### src/rtl/wb_arbiter.sv
// Writeback arbiter: per-pipe result FIFOs feed NUM_WB_PORTS PRF write ports
// through a round-robin selector; the wakeup broadcast mirrors the PRF writes.
module wb_arbiter #(
  parameter int NUM_EX_PIPES = 4,
  parameter int NUM_WB_PORTS = 2,
  parameter int FIFO_DEPTH   = 4,
  parameter int NUM_PREGS    = 128,
  parameter int PREG_W       = $clog2(NUM_PREGS),
  parameter int DATA_W       = 32
) (
  input  logic                                              clk,
  input  logic                                              rst_n,
  input  logic                                              flush,
  input  logic [NUM_EX_PIPES-1:0]                           ex_valid,
  output logic [NUM_EX_PIPES-1:0]                           ex_ready,
  input  logic [NUM_EX_PIPES*PREG_W-1:0]                    ex_dst_index,
  input  logic [NUM_EX_PIPES*DATA_W-1:0]                    ex_dst_val,
  output logic [NUM_WB_PORTS-1:0]                           prf_wr_valid,
  output logic [NUM_WB_PORTS*PREG_W-1:0]                    prf_wr_index,
  output logic [NUM_WB_PORTS*DATA_W-1:0]                    prf_wr_val,
  output logic [NUM_WB_PORTS-1:0]                           wakeup_valid,
  output logic [NUM_WB_PORTS*PREG_W-1:0]                    wakeup_index,
  output logic [NUM_EX_PIPES*($clog2(FIFO_DEPTH)+1)-1:0]    fifo_occ
);

  localparam int PTR_W  = $clog2(FIFO_DEPTH);
  localparam int OCC_W  = PTR_W + 1;
  localparam int PIPE_W = (NUM_EX_PIPES > 1) ? $clog2(NUM_EX_PIPES) : 1;

  typedef struct packed {
    logic [PREG_W-1:0] idx;
    logic [DATA_W-1:0] val;
  } entry_t;

  entry_t                  mem    [NUM_EX_PIPES][FIFO_DEPTH];
  entry_t                  head   [NUM_EX_PIPES];
  logic [PTR_W-1:0]        rd_ptr [NUM_EX_PIPES];
  logic [PTR_W-1:0]        wr_ptr [NUM_EX_PIPES];
  logic [OCC_W-1:0]        occ    [NUM_EX_PIPES];
  logic [PIPE_W-1:0]       rr_ptr;
  logic [PIPE_W-1:0]       rr_next;
  logic [NUM_EX_PIPES-1:0] push;
  logic [NUM_EX_PIPES-1:0] grant;
  logic [NUM_WB_PORTS-1:0] port_vld;
  logic [PIPE_W-1:0]       port_sel [NUM_WB_PORTS];

  // Ready comes from occupancy only (plus reset), never from this cycle's grants.
  always_comb begin
    for (int i = 0; i < NUM_EX_PIPES; i++) begin
      ex_ready[i]                = rst_n && (occ[i] < OCC_W'(FIFO_DEPTH));
      push[i]                    = ex_valid[i] && ex_ready[i] && !flush;
      head[i]                    = mem[i][rd_ptr[i]];
      fifo_occ[i*OCC_W +: OCC_W] = occ[i];
    end
  end

  // NOTE: every signal written here gets a default first, so no latch is inferred.
  always_comb begin
    int p;
    int cnt;
    p        = 0;
    cnt      = 0;
    grant    = '0;
    port_vld = '0;
    rr_next  = rr_ptr;
    for (int w = 0; w < NUM_WB_PORTS; w++) port_sel[w] = '0;
    for (int k = 0; k < NUM_EX_PIPES; k++) begin
      p = int'(rr_ptr) + k;
      if (p >= NUM_EX_PIPES) p = p - NUM_EX_PIPES;
      if ((occ[p] != '0) && (cnt < NUM_WB_PORTS)) begin
        grant[p]      = 1'b1;
        port_vld[cnt] = 1'b1;
        port_sel[cnt] = PIPE_W'(p);
        cnt           = cnt + 1;
        rr_next       = (p == NUM_EX_PIPES - 1) ? '0 : PIPE_W'(p + 1);
      end
    end
  end

  // NOTE: sequential state uses non-blocking assignments so every flop samples pre-edge values.
  always_ff @(posedge clk or negedge rst_n) begin
    if (!rst_n) begin
      rr_ptr <= '0;
      for (int i = 0; i < NUM_EX_PIPES; i++) begin
        rd_ptr[i] <= '0;
        wr_ptr[i] <= '0;
        occ[i]    <= '0;
      end
    end else if (flush) begin
      rr_ptr <= '0;
      for (int i = 0; i < NUM_EX_PIPES; i++) begin
        rd_ptr[i] <= '0;
        wr_ptr[i] <= '0;
        occ[i]    <= '0;
      end
    end else begin
      rr_ptr <= rr_next;
      for (int i = 0; i < NUM_EX_PIPES; i++) begin
        if (push[i])  wr_ptr[i] <= wr_ptr[i] + 1'b1;
        if (grant[i]) rd_ptr[i] <= rd_ptr[i] + 1'b1;
        occ[i] <= occ[i] + OCC_W'(push[i]) - OCC_W'(grant[i]);
      end
    end
  end

  // NOTE: storage is not reset; pointers and occupancy alone decide which entries are live.
  always_ff @(posedge clk) begin
    for (int i = 0; i < NUM_EX_PIPES; i++) begin
      if (push[i]) begin
        mem[i][wr_ptr[i]] <= '{idx: ex_dst_index[i*PREG_W +: PREG_W],
                               val: ex_dst_val[i*DATA_W +: DATA_W]};
      end
    end
  end

  // Ungranted ports drop valid but keep their last index/data.
  always_ff @(posedge clk or negedge rst_n) begin
    if (!rst_n) begin
      prf_wr_valid <= '0;
      prf_wr_index <= '0;
      prf_wr_val   <= '0;
    end else if (flush) begin
      prf_wr_valid <= '0;
    end else begin
      prf_wr_valid <= port_vld;
      for (int w = 0; w < NUM_WB_PORTS; w++) begin
        if (port_vld[w]) begin
          prf_wr_index[w*PREG_W +: PREG_W] <= head[port_sel[w]].idx;
          prf_wr_val[w*DATA_W +: DATA_W]   <= head[port_sel[w]].val;
        end
      end
    end
  end

  assign wakeup_valid = prf_wr_valid;
  assign wakeup_index = prf_wr_index;

endmodule

### config.mk
export PLATFORM = sky130hd
export DESIGN_NAME = wb_arbiter
export DESIGN_NICKNAME = d
export VERILOG_FILES = /design/src/rtl/wb_arbiter.sv
export SDC_FILE = /design/constraint.sdc
export NUM_CORES = 1
export LEC_CHECK = 0
export CAP_MARGIN = 30
export CORE_ASPECT_RATIO = 0.9
export CORE_MARGIN = 1.5
export CORE_UTILIZATION = 36
export DETAILED_ROUTE_END_ITERATION = 6
export SLEW_MARGIN = 25
export SYNTH_ARGS = -nofsm -noshare
export SYNTH_HDL_FRONTEND = slang
export SYNTH_SLANG_ARGS = --single-unit
### constraint.sdc
create_clock -name clk -period 17.8 [get_ports clk]
set_input_delay 3.56 -clock clk [delete_from_list [all_inputs] [get_ports clk]]
set_output_delay 3.56 -clock clk [all_outputs]
set_load 0.05 [all_outputs]
======== Word level (Yosys, flattened, before mapping) ========
Memory sizes are Yosys's and may differ from the RTL's.
Cells that the tools add are included.
storage, ports and cells
  register bits after elaboration ......... 110
  RAM bits ................................ 624
  bits of input ports ..................... 163
  word-level logic and storage cells ...... 279
  memories ................................ 1
memories
  name  words  bits a word  rd ports  clocked after memory_dff  wr ports  RTL line  RTL
  mem   4      156          4         0                         4         35        entry_t mem [NUM_EX_PIPES][FIFO_DEPTH];
cells by class
  $add $sub $neg .......................... 29
  $lt $le $gt $ge ......................... 49
  equal/unequal tests ..................... 4
  muxes and demuxes ....................... 109
  bitwise operators ....................... 24
  reduce and logical (&&, ||, !) cells .... 45
operators by type and width
  kind                   count
  $mux 156               4
  $mux 39                16
  $bmux 39 s2            6
  $demux 39 s2           4
  $ge 32x1->1 const B    7
  $not 32->32            7
  $lt 32x3->1 const B    6
  $mux 32                6
  $eq 32x3->1 const B    4
  $ge 32x3->1 const B    4
  $lt 32x4->1 const B    4
  $ge 32x2->1 const B    3
  $lt 32x1->1 const B    3
  $add 32x2->32 const B  2
  $mux 2                 25
  $ge 3x3->1 const B     13
  $not 2->3              10
  $logic_and 1x1->1      29
  $mux 4                 7
  $bmux 3 s2             4
  $mux 3                 8
  $add 2x1->2 const B    8
  $mux 8                 2
  $reduce_bool 2->1      8
  24 further kinds       70

======== Logic depth before layout (Yosys ltp) ========
Gate-level depths: netlist of the first run.
  depth after elaboration ................. 25
  mapped depth ............................ 24
  depth with buffers taken out ............ 18

======== Worst setup path after synthesis of the first run ========
No wires, ideal clock.
  path kind ............................... input -> output
  from .................................... input rst_n
  to ...................................... output ex_ready[0]
  data arrival time ....................... 4.329 ns
  setup slack ............................. 9.911 ns
  stages on the path ...................... 1
  path buffers ............................ 0
  cell sequence ........................... nor2b_1
between the ends
  word-level cells in the longest chain between the ends .. 1
ends and longest elaborated chain
  element             RTL line  RTL
  start: declaration  12        input logic rst_n,
  $logic_and 1x1->1   50        ex_ready[i] = rst_n && (occ[i] < OCC_W'(FIFO_DEPTH));
  end: declaration    15        output logic [NUM_EX_PIPES-1:0] ex_ready,
Every way passes these cells.

======== Worst setup path after layout of the first run ========
Same ends and word-level chain as after synthesis.

==> impl_metrics.ini, run 1 <==
[clock_network]
cts_made_buffers = 78
cts_resized = 0
clk_pin_slew_ps = 60
root_buffer = clkbuf_16
cts-htree-levels = 3
ctsLongestPathBuffers = 3
cts_tree = built
postCtsSetupRepairBufs = 0
clkSinkCount = 734
clock_latency_ps = 630
cts_hold_buf = 0

[global_routing]
grt_first_pass_wirelength_um = 123000
grt_max_degree = 71
grt-ovfl-total = 0
antenna_found_initial = 9
grtUsageTotal = 0.195
grt_pass1_vias = 18000

[sta]
hold_viol_final = 0
timing.final.crit_period_ps = 8920
max-slew-margin-rel = 0.394
maxSlewViolCount = 0
fmaxAchievable_mhz = 112
final.period_utilization = 0.501
rsz0062_at_grt = false
skew_ps = 21.0
tns_ps = 0
setup_viol = 0
tightest_slew_ps = 909

[synthesis]
yosys_warnings = 0
synth_flop_cell = edfxtp_1
yosys.cell_types.count = 65
syn_inst = 1793
ys_seq_area_frac = 0.699
syn_avg_cell_area_um2 = 17.2
synth.net_count = 1997
synth_seq_cells = 734
synth_area_mm2 = 0.0308
synth_edf_count = 624
synthArstFlopShare = 0.150

[critical_path]
crit_required_ps = 14240
critPathMaxFanout = 54
reg2reg_to = prf_wr_val[13]
cpMaxStageDelayCell = clkdlybuf4s50_1
cp_top_family = buffers and inverters
crit_arrival_ps = 5360
start_kind = input port
slowest_delay_ps = 890
r2r-start = rr_ptr[1]
end_kind = output port
critical_path.n_buffers_inverters = 2
reg2reg_depth = 17
crit_chain = buf_4 > nor2b_1 > clkdlybuf4s50_1
rrSetupSlack_ps = 10350
crit_type = input port to output port

[layout]
num-nets-final = 2260
area_growth_pct = 21.2
finalNonFillerCells = 3252
drive_gt1_frac = 0.172
antenna_cells = 0
fillCellCount = 7393

[min_path]
min_to = prf_wr_val[26]
hold_depth = 2
holdCritPathClass = flip-flop to flip-flop
min_from = prf_wr_val[26]

[die]
die_area_mm2 = 0.0872
core-area_mm2 = 0.0845
die_w_um = 311
start_util = 0.364
num_rows = 101
fp.dieH_um = 280
design.portCount = 275

[route]
via_per_inst = 5.42
firstDrtPassIters = 6
vias = 17600
drt_wl_total_um = 85100
top_layer = met5
ant_nets = 0
wire_per_inst_um = 26.2
wl_met1_um = 33600
wl_met2_um = 42300
drc_errors = 0
drt_iter0_drc = 1467
met3_length_um = 6230

[run]
drv_cap = 0

[outcome]
outcome = finished, final reports clean

[placed_design]
placedCellCount = 3108
post-dp-hpwl_um = 57600
gp_congestion = 0.865
io_buffer_count = 274
-- worst max path at each step --
stage | start | endpoint | slack, ps | cells after the start
after CTS | rst_n | ex_ready[0] | 8810 | 3
after floorplan | rst_n | ex_ready[0] | 9910 | 1
after detailed placement | rst_n | ex_ready[0] | 8820 | 3
final | rst_n | ex_ready[0] | 8880 | 3
after global placement | rst_n | ex_ready[0] | 8870 | 3
after global routing | rst_n | ex_ready[0] | 8750 | 3
-- tightest hold or removal path: stages, from the launching register on --
cell and delay (ps):
dfrtp_1 370, nand2_1 60, o211ai_1 70
-- flip-flops by register name, summed over array words and instances (netlist names) --
register      flops
mem             624
prf_wr_val       64
prf_wr_index     14
fifo_occ         12
rd_ptr            8
wr_ptr            8
prf_wr_valid      2
rr_ptr            2
-- layer usage --
layer | GRT usage | vias up
li1 | - | 7734
met3 | 0.0530 | 150
met4 | 0.0662 | 18
met1 | 0.243 | 9069
met5 | 0 | -
met2 | 0.328 | 648
-- layout by cell type, fill, tap and decap left out, types with 10 or more instances in the layout --
cell type and n:
edfxtp_1 624, clkdlybuf4s50_1 273, mux4_2 152, dfrtp_1 103
a211oi_1 84, clkbuf_16 78, nor2_1 70, o211ai_1 67
a21oi_1 64, nand2_1 62, inv_1 44, mux2i_1 43
buf_4 41, and3_1 40, o21ai_0 36, ha_1 36
a221o_1 20, clkbuf_1 17, clkinv_2 16, and2_2 15
nor3_1 14, o21a_1 14, a21o_1 13, o21bai_1 12
nor2b_1 11, xnor2_1 10
-- through the flow --
step                hold slack [ps]   util  worst slack (ps)  area (µm²)
global placement                515  0.410              8870       34700
finish                          544  0.441              8880       37300
CTS                             544  0.440              8810       37200
detailed placement              516  0.411              8820       34700
global route                    556  0.441              8750       37300
floorplan                       543      -              9910       30800
-- synth_stat cells, drive strengths merged (8+ instances only) --
| library cell | number | area [µm²] |
|---|---|---|
| and3 | 40 | 250 |
| o21ai | 38 | 194 |
| nor2b | 11 | 68.8 |
| inv | 45 | 174 |
| mux2i | 44 | 444 |
| o21bai | 12 | 90.1 |
| a2bb2oi | 9 | 78.8 |
| xnor2 | 10 | 87.6 |
| nor2 | 70 | 263 |
| a21o | 13 | 97.6 |
| clkbuf | 90 | 338 |
| o211ai | 69 | 537 |
| mux2 | 8 | 90.1 |
| nand2 | 64 | 240 |
| and2 | 18 | 113 |
| a211oi | 85 | 643 |
| buf | 45 | 267 |
| edfxtp | 624 | 18700 |
| a21oi | 67 | 339 |
| ha | 36 | 450 |
| o21a | 14 | 105 |
| nor3 | 14 | 70.1 |
| nand3 | 8 | 40.0 |
| dfrtp | 110 | 2750 |
| mux4 | 152 | 3420 |
| a221o | 20 | 200 |
-- layout make-up --
class | instances | area, µm² | area share
Tap cell | 1133 | 1420 | 0.0380
Sequential cell | 734 | 21500 | 0.577
Clock buffer | 100 | 2080 | 0.0559
Timing Repair Buffer | 318 | 3110 | 0.0836
Inverter | 45 | 174 | 0.00467
Multi-Input combinational cell | 879 | 8560 | 0.230
Clock inverter | 43 | 422 | 0.0113
-- kinds of logic (layout without fill, tap and decap cells) --
kind of cell	after synthesis	after routing	synth area share
buffers and inverters	180	506	0.0253
multiplexers	204	204	0.129
XOR/XNOR	16	16	0.00456
flip-flops	734	734	0.699
adder cells (fa/ha/maj)	41	41	0.0179
AND/OR/NAND/NOR	260	260	0.0419
AO/OA/AOI/OAI	358	358	0.0829
Power of run 1 is left out: the tool's default activity adds up to more than one toggle a clock period on the data nets, which glitch-free logic cannot reach.
==> run 2, diff against run 1 <==
==> constraint.sdc (replaced) <==
create_clock -name clk -period 8.5 [get_ports clk]
set_input_delay 1.7 -clock clk [delete_from_list [all_inputs] [get_ports clk]]
set_output_delay 1.7 -clock clk [all_outputs]
set_load 0.05 [all_outputs]
==> impl_metrics.ini, run 2 (synthesis results as in run 1) <==
[die]
die_w_um = 311
design.portCount = 275
core-area_mm2 = 0.0845
num_rows = 101
fp.dieH_um = 280
start_util = 0.364
die_area_mm2 = 0.0872

[layout]
drive_gt1_frac = 0.168
final_area_mm2 = 0.0372
area_growth_pct = 21.1
num-nets-final = 2260
fillCellCount = 7326
finalNonFillerCells = 3254
final_common_cell = edfxtp_1
final_cell_mix = edfxtp_1, clkdlybuf4s50_1, mux4_2
largest_reg_flops = 624

[critical_path]
crit_type = flip-flop to flip-flop
end_kind = flip-flop
critPathMaxFanout = 40
crit_arrival_ps = 7210
start_kind = flip-flop
crit_required_ps = 9030

[clock_network]
cts_tree = built
cts_made_buffers = 78
clock_latency_ps = 620
cts_hold_buf = 0
cts_resized = 0
ctsLongestPathBuffers = 3
cts-htree-levels = 3
clkSinkCount = 734
postCtsSetupRepairBufs = 0
root_buffer = clkbuf_16
clk_pin_slew_ps = 70

[global_routing]
grt_pass1_vias = 18200
grt_max_degree = 71
grtUsageTotal = 0.199
grt_first_pass_wirelength_um = 127000
antenna_found_initial = 6
grt-ovfl-total = 0

[sta]
max-slew-margin-rel = 0.316
tightest_slew_ps = 999
maxSlewViolCount = 0
rsz0062_at_grt = false
setup_viol = 0
hold_viol_final = 0
final.period_utilization = 0.785
skew_ps = 27.8
tns_ps = 0
hold_ws_ps = 545
fmaxAchievable_mhz = 150
timing.final.crit_period_ps = 6670

[route]
via_per_inst = 5.46
drc_errors = 0
drt_iter0_drc = 1668
drt_wl_total_um = 86700
vias = 17800
wire_per_inst_um = 26.7
firstDrtPassIters = 7
ant_nets = 0

[min_path]
holdCritPathClass = flip-flop to flip-flop

[placed_design]
gp_congestion = 0.871
placedCellCount = 3109
post-dp-hpwl_um = 59300
placedInstanceArea_mm2 = 0.0347
io_buffer_count = 274

[outcome]
outcome = finished, final reports clean

[run]
drv_cap = 0
-- run 2: changes by cell type in the layout (fill, tap and decap cells not counted), moves of 3 or more --
cell	previous run	this run
buf_4	41	44
clkinv_2	16	8
inv_6	4	1
clkbuf_1	17	28
-- run 2: path summary, 6_finish.rpt --
path / to / slack, ps / cells after the start / startpoint
max in group asynchronous: prf_wr_val[58] / 5970 / 2 / rst_n
worst min-delay path: prf_wr_val[24] / 540 / 2 / prf_wr_val[24]
worst max register to register: prf_wr_index[3] / 1830 / 16 / rr_ptr[1]
worst max-delay path: prf_wr_index[3] / 1830 / 16 / rr_ptr[1]
worst min register to register: prf_wr_val[24] / 540 / 2 / prf_wr_val[24]
min in group asynchronous: fifo_occ[2] / 1190 / 1 / rst_n
-- run 2: metal layers --
metal / part of all wire / wire, µm / track usage
met5: 0.00062 / 54 / 0
met4: 0.034 / 2980 / 0.0692
met3: 0.070 / 6090 / 0.0430
met2: 0.50 / 43000 / 0.336
met1: 0.40 / 34700 / 0.256
-- run 2: final cells by class --
| type | instances | area, µm² | area share |
|---|---|---|---|
| flip-flops and latches | 734 | 21500 | 0.577 |
| multi-input cells | 879 | 8550 | 0.230 |
| repair buffers | 318 | 3090 | 0.0830 |
| clock buffers | 115 | 2200 | 0.0592 |
| well taps | 1133 | 1420 | 0.0381 |
| clock inverters | 28 | 305 | 0.00820 |
| inverters | 45 | 174 | 0.00467 |
| diodes | 2 | 5.00 | 0.000134 |
-- run 2: through the flow --
step           setup WS, ps   util
2_1_floorplan          2770      -
5_1_grt                1530  0.441
3_5_place_dp           1980  0.411
4_1_cts                1980  0.441
3_3_place_gp           2150  0.411
6_report               1830  0.441
-- run 2: worst max-delay path, stage by stage (launching register included) --
cell       delay [ps]
dfrtp_1           650
inv_1             220
ha_1              660
mux4_2            760
ha_1              300
or2_2             370
inv_1             210
fa_1              540
nor4_1            590
a22oi_1           440
a31o_2            360
buf_4             290
inv_1             130
buf_4             420
o211ai_2          300
a2bb2oi_1         200
o21ai_0           100
Power of run 2 is left out for the same reason.
==> patch 1 (settings of run 1) <==
`FIFO_DEPTH`: 4 -> 2.
--- a/src/rtl/wb_arbiter.sv
+++ b/src/rtl/wb_arbiter.sv
@@ -4,5 +4,5 @@
   parameter int NUM_EX_PIPES = 4,
   parameter int NUM_WB_PORTS = 2,
-  parameter int FIFO_DEPTH   = 4,
+  parameter int FIFO_DEPTH   = 2,
   parameter int NUM_PREGS    = 128,
   parameter int PREG_W       = $clog2(NUM_PREGS),
Interface: changed (resized fifo_occ); port bits go from 275 to 271. No check against the original RTL was run, so the function may have changed too.
==> patch 1 against run 1 <==
Clock skew shrank 0.0011 ns; sequential cell count is 324 lower; wire length down 19%; die area shrank 32%; area after synthesis decreased by 32%; cell count is 17% lower; non-clock buffer count down 7; worst setup slack improved by 0.23 ns; utilization grew 0.79 points; sequential share of layout area is 11 points lower; design area is 31% lower; largest cell class unchanged.
Power is not shown: default switching activity piles up to over one toggle a cycle in this logic, so the estimate is an artifact.
==> patch 1: results (changes against run 1) <==
The worst setup slack before clock tree synthesis came out at 9.04 ns (was 8.82 ns). The number of iterations in the first detailed-routing pass is 7 (was 6). The source-to-sink clock delay at the later pin of the worst-skew pair came out at 0.58 ns (was 0.63 ns). The synthesized area divided by synthesized cell count is 12.0 µm² (was 17.2 µm²). The uppermost layer routed was met4 (was met5). The number of H-tree branching levels is 2 (was 3). The relative slew slack came out at 0.335 (was 0.394). The number of antenna violations at the first check in global routing is 0 (was 9). The total of fill cells in the finished design came out at 5133 (was 7393). The register area is 11800 µm² (was 21500 µm²). The routing usage on met3 is 0.0301 (was 0.0530). The share of synthesized registers carrying an async set or reset came to 0.239 (was 0.150).

The end point of the worst hold path is prf_wr_val[2]$_DFFE_PN0P_ (was prf_wr_val[26]$_DFFE_PN0P_). Status: complete, no violations (unchanged). Dominant cells by area after synthesis: sky130_fd_sc_hd__edfxtp_1, sky130_fd_sc_hd__dfrtp_1, sky130_fd_sc_hd__mux2i_1 (was sky130_fd_sc_hd__edfxtp_1, sky130_fd_sc_hd__mux4_2, sky130_fd_sc_hd__dfrtp_1).

The peak per-stage delay on the critical path came out at 0.84 ns (was 0.89 ns). The xor/xnor cell area share of the yosys netlist is 0.00675 (was 0.00456). The launch point of the worst hold path is prf_wr_val[2]$_DFFE_PN0P_ (was prf_wr_val[26]$_DFFE_PN0P_). The data arrival time of the critical path came out at 5.13 ns (was 5.36 ns). The endpoint of the worst register-to-register path was prf_wr_val[27]$_DFFE_PN0P_ (was prf_wr_val[13]$_DFFE_PN0P_).

The routed length on met1 is 27.5 mm (was 33.6 mm). The sequential element share of the synthesized area came out at 0.569 (was 0.699). The routed length on met2 came out at 35.2 mm (was 42.3 mm).

The maximum fanout count along the critical path is 42 (was 54). The worst setup skew after layout is 0.0199 ns (was 0.0210 ns). The net count after synthesis came out at 1910 (was 1997). The met1 routing resource usage after global routing came to 0.285 (was 0.243).

The layout net count is 2084 (was 2260). The via count of the routed design is 15800 (was 17600). The critical register-to-register path startpoint is rr_ptr[0]$_DFFE_PN0P_ (was rr_ptr[1]$_DFFE_PN0P_).
-- patch 1: cell count changes after synthesis, moves of 38 or more --
cell                       before  now
sky130_fd_sc_hd__a211oi_1      84   42
sky130_fd_sc_hd__and3_1        40    1
sky130_fd_sc_hd__edfxtp_1     624  312
sky130_fd_sc_hd__mux2i_1       43  173
sky130_fd_sc_hd__mux4_2       152    3
sky130_fd_sc_hd__nand2_1       64  158
sky130_fd_sc_hd__nor3_1        14   75
sky130_fd_sc_hd__o211ai_1      67   11
sky130_fd_sc_hd__o221a_2        0   39
sky130_fd_sc_hd__o221ai_1       1   39
-- patch 1: final cells by class --
class | count | share of cell area
clock inverter | 20 | 0.00817
inverter | 23 | 0.00342
tap | 765 | 0.0374
clock buffer | 61 | 0.0492
sequential | 410 | 0.462
multi-input combinational | 1109 | 0.321
timing repair buffer | 311 | 0.119
==> patch 2 (flow settings as in run 1) <==
Made on the original files. Make the reset (`rst_n`) synchronous in 2 clocked blocks.
--- a/src/rtl/wb_arbiter.sv
+++ b/src/rtl/wb_arbiter.sv
@@ -79,5 +79,5 @@
 
   // NOTE: sequential state uses non-blocking assignments so every flop samples pre-edge values.
-  always_ff @(posedge clk or negedge rst_n) begin
+  always_ff @(posedge clk) begin
     if (!rst_n) begin
       rr_ptr <= '0;
@@ -115,5 +115,5 @@
 
   // Ungranted ports drop valid but keep their last index/data.
-  always_ff @(posedge clk or negedge rst_n) begin
+  always_ff @(posedge clk) begin
     if (!rst_n) begin
       prf_wr_valid <= '0;
Formal check against the unedited RTL: differs if rst_n is asserted again (counterexample within 4 cycles, from zero or initial values and one cycle with rst_n low); with rst_n held inactive, the same outputs for 4 cycles.
==> patch 2 against run 1 <==
Worst hold slack worse by 0.074 ns; critical path depth did not move; critical path type unchanged; area after synthesis fell by 0.77%; cell count fell by 0.34%; critical endpoint is now ex_ready[3]; design area is 0.76% lower; worst setup slack gained 0.076 ns; synthesized cell count fell by 2.0%; sequential cell count is the same; non-clock buffer count up 1; wire length down 0.43%.
==> patch 2: results (changes against run 1) <==
The count of unique library cells instantiated by Yosys is 67 (was 65). The placed wire-length estimate came out at 54.0 mm (was 57.6 mm). Dominant cells by area after synthesis: sky130_fd_sc_hd__edfxtp_1, sky130_fd_sc_hd__mux4_2, sky130_fd_sc_hd__dfxtp_1 (was sky130_fd_sc_hd__edfxtp_1, sky130_fd_sc_hd__mux4_2, sky130_fd_sc_hd__dfrtp_1). The worst-case reg-to-reg path depth is 18 (was 17).

The worst setup skew after layout came to 0.0195 ns (was 0.0210 ns). The multiplexer area fraction after synthesis was 0.160 (was 0.129). The count of non-CTS inverters in the layout came out at 30 (was 45). The source-to-sink clock delay at the later pin of the worst-skew pair came out at 0.61 ns (was 0.63 ns).

The register area is 21200 µm² (was 21500 µm²). The global-route wire length before repair came out at 122 mm (was 123 mm). The share of synthesized registers carrying an async set or reset came out at 0 (was 0.150). The number of sequential cells in the layout came out at 734 (unchanged).

The via count of the routed design came out at 17500 (was 17600). The fraction of layout instances using a drive strength above 1 is 0.169 (was 0.172). The routed length on met2 was 40.0 mm (was 42.3 mm). The data arrival time of the critical path was 5.28 ns (was 5.36 ns). The met1 routing resource usage after global routing is 0.264 (was 0.243). The number of synthesized flops with an enable pin is 645 (was 624).

The adder and majority gate portion of the synthesized area is 0.0180 (was 0.0179). The number of buffers outside the clock class in the layout came out at 319 (was 318). The average detailed-routed wire length per instance is 26.1 µm (was 26.2 µm). The critical register-to-register path startpoint is rr_ptr[1]$_SDFFE_PN0P_ (was rr_ptr[1]$_DFFE_PN0P_).

The peak per-stage delay on the critical path came out at 0.83 ns (was 0.89 ns). The routing usage on met3 is 0.0486 (was 0.0530). The end point of the worst hold path is prf_wr_val[50]$_SDFFE_PN0P_ (was prf_wr_val[26]$_DFFE_PN0P_). The maximum fanout count along the critical path came to 10 (was 54). The largest net degree at the start of global routing is 63 (was 71). The launch point of the worst hold path was prf_wr_val[50]$_SDFFE_PN0P_ (was prf_wr_val[26]$_DFFE_PN0P_). The DRC violation total after the first TritonRoute iteration came out at 1770 (was 1467). The end-of-flow core utilization came out at 0.439 (was 0.441). The relative slew slack came out at 0.354 (was 0.394). The met3 routed wirelength is 6.37 mm (was 6.23 mm). The share of the synthesized area in compound gates (AO/OA/AOI/OAI) is 0.0557 (was 0.0829).

The global-route total usage across every layer came out at 0.196 (was 0.195). The number of antenna violations at the first check in global routing is 20 (was 9). Status: complete, no violations (unchanged). The final RePlAce weighted congestion is 0.840 (was 0.865). The number of cells in the design after placement is 3096 (was 3108). The setup slack after layout came out at 8.96 ns (was 8.88 ns).
patch 2: cell count changes after synthesis, moves of 20 or more:
cell,change
sky130_fd_sc_hd__nor2_1,+62
sky130_fd_sc_hd__dfxtp_1,+89
sky130_fd_sc_hd__o211ai_1,-24
sky130_fd_sc_hd__o221ai_1,+38
sky130_fd_sc_hd__a21oi_1,-59
sky130_fd_sc_hd__mux2i_1,+82
sky130_fd_sc_hd__clkbuf_1,-44
sky130_fd_sc_hd__a211oi_1,-81
sky130_fd_sc_hd__and3_1,-33
sky130_fd_sc_hd__dfrtp_1,-110
sky130_fd_sc_hd__edfxtp_1,+21
sky130_fd_sc_hd__o22ai_1,+20
patch 2: power breakdown:
| part | internal (W) | switching [W] | total [W] |
|---|---|---|---|
| Sequential | 0.00197 | 0.0000884 | 0.00206 |
| Clock | 0.000935 | 0.000643 | 0.00158 |
| Combinational | 0.00101 | 0.00155 | 0.00256 |
